==> src/rtl/dest_tag_pipe_pkg.sv <==
`default_nettype none
// +----------------------------------------------------------------------+
// | dest_tag_pipe_pkg : shared widths, forwarding selects and tag type    |
// | Rev 1.0                                                               |
// +----------------------------------------------------------------------+
package dest_tag_pipe_pkg;

  localparam int RD_W   = 5;
  localparam int DATA_W = 32;
  localparam int CNT_W  = 16;

  typedef enum logic [1:0] {
    SEL_RF  = 2'b00,
    SEL_EX  = 2'b01,
    SEL_MEM = 2'b10,
    SEL_WB  = 2'b11
  } fwd_sel_e;

  typedef struct packed {
    logic [RD_W-1:0] rd;
    logic            rf_le;
    logic            load;
  } tag_t;

  localparam tag_t BUBBLE_TAG = '{rd: '0, rf_le: 1'b0, load: 1'b0};

endpackage
`default_nettype wire

==> src/rtl/fwd_mux.sv <==
`default_nettype none
// +----------------------------------------------------------------------+
// | fwd_mux : 4:1 operand select (RF / EX / MEM / WB)                     |
// | Rev 1.0                                                               |
// +----------------------------------------------------------------------+
module fwd_mux
  import dest_tag_pipe_pkg::*;
#(
  parameter int W = DATA_W
) (
  input  logic [1:0]   sel_i,
  input  logic [W-1:0] rf_i,
  input  logic [W-1:0] ex_i,
  input  logic [W-1:0] mem_i,
  input  logic [W-1:0] wb_i,
  output logic [W-1:0] y_o
);

  always_comb begin
    y_o = rf_i;
    case (fwd_sel_e'(sel_i))
      SEL_RF:  y_o = rf_i;
      SEL_EX:  y_o = ex_i;
      SEL_MEM: y_o = mem_i;
      SEL_WB:  y_o = wb_i;
      default: y_o = rf_i;
    endcase
  end

endmodule
`default_nettype wire

==> src/rtl/dest_tag_pipe.sv <==
`default_nettype none
// +----------------------------------------------------------------------+
// | dest_tag_pipe : EX/MEM/WB destination-tag pipeline with forwarding    |
// | Rev 1.0                                                               |
// +----------------------------------------------------------------------+
module dest_tag_pipe
  import dest_tag_pipe_pkg::*;
(
  input  logic              clk,
  input  logic              rst_n,
  input  logic [RD_W-1:0]   id_rd,
  input  logic              id_rf_le,
  input  logic              id_load,
  input  logic              id_le,
  input  logic              id_nop,
  input  logic              flush,
  input  logic [DATA_W-1:0] ex_result,
  input  logic [DATA_W-1:0] mem_result,
  input  logic [DATA_W-1:0] ra_rf,
  input  logic [DATA_W-1:0] rb_rf,
  input  logic [1:0]        a_s,
  input  logic [1:0]        b_s,
  output logic [RD_W-1:0]   ex_rd,
  output logic [RD_W-1:0]   mem_rd,
  output logic [RD_W-1:0]   wb_rd,
  output logic              ex_rf_le,
  output logic              mem_rf_le,
  output logic              wb_rf_le,
  output logic              ex_l,
  output logic [DATA_W-1:0] op_a,
  output logic [DATA_W-1:0] op_b,
  output logic [DATA_W-1:0] wb_data,
  output logic [CNT_W-1:0]  stall_cnt
);

  tag_t              ex_q, ex_d;
  tag_t              mem_q;
  tag_t              wb_q;
  logic [DATA_W-1:0] mem_data_q;
  logic [DATA_W-1:0] wb_data_q;
  logic [CNT_W-1:0]  stall_q, stall_d;

  // R0 is never a forwarding source, so its write-enable is dropped at capture.
  always_comb begin
    ex_d = BUBBLE_TAG;
    if (!flush && !id_nop && id_le) begin
      ex_d.rd    = id_rd;
      ex_d.rf_le = id_rf_le && (id_rd != '0);
      ex_d.load  = id_load;
    end
  end

  always_comb begin
    stall_d = stall_q;
    if (id_nop && !flush && (stall_q != {CNT_W{1'b1}})) begin
      stall_d = stall_q + 1'b1;
    end
  end

  always_ff @(posedge clk or negedge rst_n) begin
    if (!rst_n) begin
      ex_q       <= BUBBLE_TAG;
      mem_q      <= BUBBLE_TAG;
      wb_q       <= BUBBLE_TAG;
      mem_data_q <= '0;
      wb_data_q  <= '0;
      stall_q    <= '0;
    end else begin
      ex_q       <= ex_d;
      mem_q      <= ex_q;
      wb_q       <= mem_q;
      mem_data_q <= ex_result;
      wb_data_q  <= mem_result;
      stall_q    <= stall_d;
    end
  end

  assign ex_rd     = ex_q.rd;
  assign ex_rf_le  = ex_q.rf_le;
  assign ex_l      = ex_q.load && ex_q.rf_le;
  assign mem_rd    = mem_q.rd;
  assign mem_rf_le = mem_q.rf_le;
  assign wb_rd     = wb_q.rd;
  assign wb_rf_le  = wb_q.rf_le;
  assign wb_data   = wb_data_q;
  assign stall_cnt = stall_q;

  fwd_mux #(.W(DATA_W)) u_fwd_a (
    .sel_i (a_s),
    .rf_i  (ra_rf),
    .ex_i  (ex_result),
    .mem_i (mem_result),
    .wb_i  (wb_data_q),
    .y_o   (op_a)
  );

  fwd_mux #(.W(DATA_W)) u_fwd_b (
    .sel_i (b_s),
    .rf_i  (rb_rf),
    .ex_i  (ex_result),
    .mem_i (mem_result),
    .wb_i  (wb_data_q),
    .y_o   (op_b)
  );

endmodule
`default_nettype wire

==> config.mk <==
export PLATFORM = sky130hd
export DESIGN_NAME = dest_tag_pipe
export DESIGN_NICKNAME = d
export VERILOG_FILES = /design/src/rtl/dest_tag_pipe_pkg.sv /design/src/rtl/fwd_mux.sv /design/src/rtl/dest_tag_pipe.sv
export SDC_FILE = /design/constraint.sdc
export NUM_CORES = 1
export LEC_CHECK = 0
export CAP_MARGIN = 5
export CORE_AREA = 2 2 107 109
export DETAILED_ROUTE_END_ITERATION = 12
export DIE_AREA = 0 0 109 111
export GPL_ROUTABILITY_DRIVEN = 1
export GPL_TIMING_DRIVEN = 1
export PLACE_DENSITY = 0.8
export SLEW_MARGIN = 10
export SYNTH_ARGS = -nofsm -noshare
export SYNTH_HDL_FRONTEND = slang
export SYNTH_SLANG_ARGS = --single-unit
==> constraint.sdc <==
create_clock -name clk -period 4.4 [get_ports clk]
set_clock_uncertainty 0.1 [all_clocks]
set_input_delay 1.32 -clock clk [delete_from_list [all_inputs] [get_ports clk]]
set_output_delay 1.32 -clock clk [all_outputs]
set_load 0.005 [all_outputs]
**After elaboration in Yosys (flattened, before gate mapping)**

Index checks and enable logic that the tools add are counted.

- Bits of input ports: 144
- Flip-flop bits (word level): 67

- Equality and inequality tests: 7
- Reduce and logical (&&, ||, !) cells: 11
- Multiplexer cells: 3
- Add/sub/neg operators: 1

Operators by type and width:

| operator | number |
|---|---|
| one-hot mux 32 bit (4 select lines) | 2 |
| adder 16 x 1 -> 16 bit, second input constant | 1 |
| != test 16 bit, second input constant | 1 |
| equality test 2 bit, second input constant | 4 |
| two-way mux 7 bit | 1 |
| logical AND 1 bit | 6 |
| nonzero test 5 bit | 1 |
| equality test 2 x 1 -> 1 bit, second input constant | 2 |
| zero test 2 bit | 2 |
| zero test 1 bit | 2 |

**Longest topological paths before layout**

- Word-level depth: 4
- Mapped depth: 5
- Mapped depth without buffers: 5

**Cells and area by module**

From an unflattened synthesis, not the netlist that was laid out.

- Cell total of the unflattened synthesis: 214
- Area total of the unflattened synthesis: 3821.2 µm²

Modules (own cells, without submodules):

| module | area each (µm²) | cells each | sequential area each (µm²) | instances |
|---|---|---|---|---|
| dest_tag_pipe | 2192.1 | 136 | 1676.6 | 1 |
| fwd_mux | 814.5 | 39 | 0.0 | 2 |

**Worst setup path before layout**

Ideal clock, no wire load.

- Path kind: input to output
- Start: in a_s[0]
- End: out op_a[0]
- Data arrival time: 2.376 ns
- Data required time: 2.980 ns
- Slack: 0.604 ns
- Buffers on the path: 2
- Stages on the path: 3
- Cells stage by stage: clkbuf_1 buf_2 mux4_2

- Word-level cells in the longest chain between the ends: 2

RTL lines:

| element | RTL line | text |
|---|---|---|
| start: declaration | dest_tag_pipe.sv:21 | `input logic [1:0] a_s,` |
| equality test 2 bit, or another cell as far along | fwd_mux.sv:21 | `case (fwd_sel_e'(sel_i))` |
| one-hot mux 32 bit (4 select lines) (*) | fwd_mux.sv:21 |  |
| end: declaration | dest_tag_pipe.sv:30 | `output logic [DATA_W-1:0] op_a,` |

Mark *: on every way between the ends. The rest lies on a longest branch, timed or not.

**Worst setup path after layout**

- Start: in mem_result[30]
- End: out op_b[30]

- Word-level cells in the longest chain between the ends: 1

RTL lines:

| element | RTL line | text |
|---|---|---|
| start: declaration | dest_tag_pipe.sv:18 | `input logic [DATA_W-1:0] mem_result,` |
| one-hot mux 32 bit (4 select lines) | fwd_mux.sv:21 |  |
| end: declaration | dest_tag_pipe.sv:31 | `output logic [DATA_W-1:0] op_b,` |

Every way passes these cells.

==> metrics.txt <==
Tcrit/Tclk final=0.9642; Nets=approximately 630; Seq pwr share=0.342; combinational power share=0.288; Clock transition at path regs=roughly 50 ps; DRT iter0 DRCs=113; core box area=between 10000 and 15000 sq um; DP HPWL=between 10 and 15 mm; Clock Power Share=0.370; largest net degree at the start of global routing=68; Post-synth EDFFs=0; Placed Area=approximately 6600 sq um; CTS H-tree lvls=3; Final Worst Setup Slack=157.6 ps; Cells after Synth=about 210; Tot GR Track Use=0.2394; gpl congestion=0.8745; Post-Place Setup Slack=186.0 ps; Final Cell Area=around 7000 sq um; crit-path cells=clkdlybuf4s50_1 > mux4_2 > clkdlybuf4s50_1; CTS Buf Count=9; FFs w/ async S/R, synth=1.000; P_leak=2.714 nW; worst slew pin tran=~860 ps; sequential area share after synthesis=0.4515; syn avg cell area=around 17 sq um; Worst Setup Start Kind=input port; Synth cell types=32; final hold violations=0; Layout Utilization=0.6291; Final Power=2.114 mW; slowest cell on the critical path=mux4_2; pwr/cell area=303.4 nW/um^2; drt wl/cell=between 20 and 25 um; CP max stage delay=520 ps; Critical Path RT=2980 ps; Via-to-Cell Ratio=~5.2; share of cells above drive strength 1=0.2057; Mapped Area=3714 sq um; Setup crit end kind=output port; Finish-stage setup viols=0; max-slew violations=0; worst-path maximum fanout=3; root buf cell=clkbuf_16; cts repair resizes=0; YS warnings=0; drt drc=0; DRT Pass-1 Iters=4; DR vias=3313; DIE WIDTH=109 um; internal power=about 1.6 mW; clock sinks=67; Max VDD drop=between 0.2 and 0.3 mV; Synth Register Bits=67; die height=111 um; critical path type=input port to output port; RSZ-0062 raised after global routing=no; clk_lat worst skew=330 ps; run status=complete, no violations; first-pass GRT wire length=21.30 mm; Starting Density=0.3353; grt ovf=0; hold buffer count at cts=0; Worst Path Arrival=2820 ps; CTS tree=yes; slew margin rel.=0.4244; # IOs=roughly 280; postcts setup bufs=0; Setup TNS=0 ps; Area Overhead vs Synth=87.63%; Cell Rows=39; ANT nets after route=0; post-synth net total=359; Psw=between 0.5 and 0.6 mW; wirelength, routed=14.21 mm; Tightest Hold Check Type=register to register; max-capacitance violation count=0; Post-synth top flop=dfrtp_1; WP buf/inv=2; most used cell, CP=clkdlybuf4s50_1; Tmin final=4242 ps; I/O Buffers=274; vias in the first global route=3649; CP delay by family, top=buffers and inverters; initial antenna violation count=3; Sw Ratio=0.2446; die area=12100 sq um; clk buf depth=2; maximum clock frequency=235.7 MHz
[sequential cells by signal (all words and copies together), names as in the netlist]
register,cells
ex_q,1
ex_rf_le,1
mem_rd,5
stall_cnt,16
mem_rf_le,1
wb_rf_le,1
ex_rd,5
wb_data,32
wb_rd,5
[layer usage]
layer | part of all wire | track usage | vias up
li1 | - | - | 1428
met1 | 0.37 | 0.2880 | 1679
met2 | 0.50 | 0.3818 | 170
met3 | 0.088 | 0.07525 | 36
met4 | 0.041 | 0.1248 | 0
met5 | 0 | 0 | -
[synth_stat cells, drive strengths merged, types with 2 or more instances]
cell	number	share of area
xor2	12	0.028
nor2	4	0.0047
nand3	2	0.0027
nor4	4	0.016
dfrtp	67	0.45
nor3b	2	0.0040
nand4	5	0.017
mux4	64	0.39
mux2	2	0.0061
clkbuf	5	0.0051
nand2	7	0.0071
buf	14	0.021
and2	7	0.012
or3	2	0.0047
nor3	6	0.0081
[kinds of logic (layout without fill, tap and decap cells)]
kind of cell	count (synthesis)	count (layout)	share of synthesized area
compound gates	4	4	0.009099
xor+xnor	13	13	0.03066
simple gates	44	44	0.08491
other cells	0	2	0
fa+ha+maj	1	1	0.003369
buf+inv	19	296	0.02628
flops	67	67	0.4515
mux	66	66	0.3942
[placed cells by master (no fill, tap or decap), drive strengths merged, types with 2 or more instances in the layout]
cell type	n
clkdlybuf4s50	269
dfrtp	67
mux4	64
xor2	12
clkbuf	11
buf	11
and2	7
nand2	7
nor3	6
nand4	5
nor2	4
nor4	4
diode	2
nor3b	2
nand3	2
mux2	2
bufinv	2
or3	2
[final timing paths]
check	to	depth (start not counted)	start	slack, ps
setup / recovery	op_b[30]	3	mem_result[30]	160
hold reg to reg	wb_rd[0]	0	mem_rd[0]	270
hold / removal	wb_rd[0]	0	mem_rd[0]	270
min in group asynchronous	stall_cnt[6]	1	rst_n	1000
max in group asynchronous	wb_data[14]	1	rst_n	2620
setup reg to reg	stall_cnt[1]	5	stall_cnt[0]	2450
[power groups by stage]
stage	sequential (mW)	combinational, mW	clock [mW]
floorplan	0.727	0.192	0
global placement	0.729	0.600	0
detailed placement	0.732	0.611	0
CTS	0.723	0.614	0.799
global route	0.731	0.643	0.837
finish	0.723	0.609	0.782
[layout make-up]
type	instances	area, sq um
Antenna cell	2	5.005
Clock buffer	11	242.7
Clock inverter	5	85.08
Fill cell	853	4109
Multi-Input combinational cell	128	1939
Sequential cell	67	1677
Tap cell	143	178.9
Timing Repair Buffer	280	2840
[metrics by stage]
step	cells	hold slack [ps]
global placement	618	256.3
finish	636	273.6
floorplan	214	254.8
CTS	634	271.2
detailed placement	618	259.4
global route	635	287.0
Power figures use the tool's default switching activity.
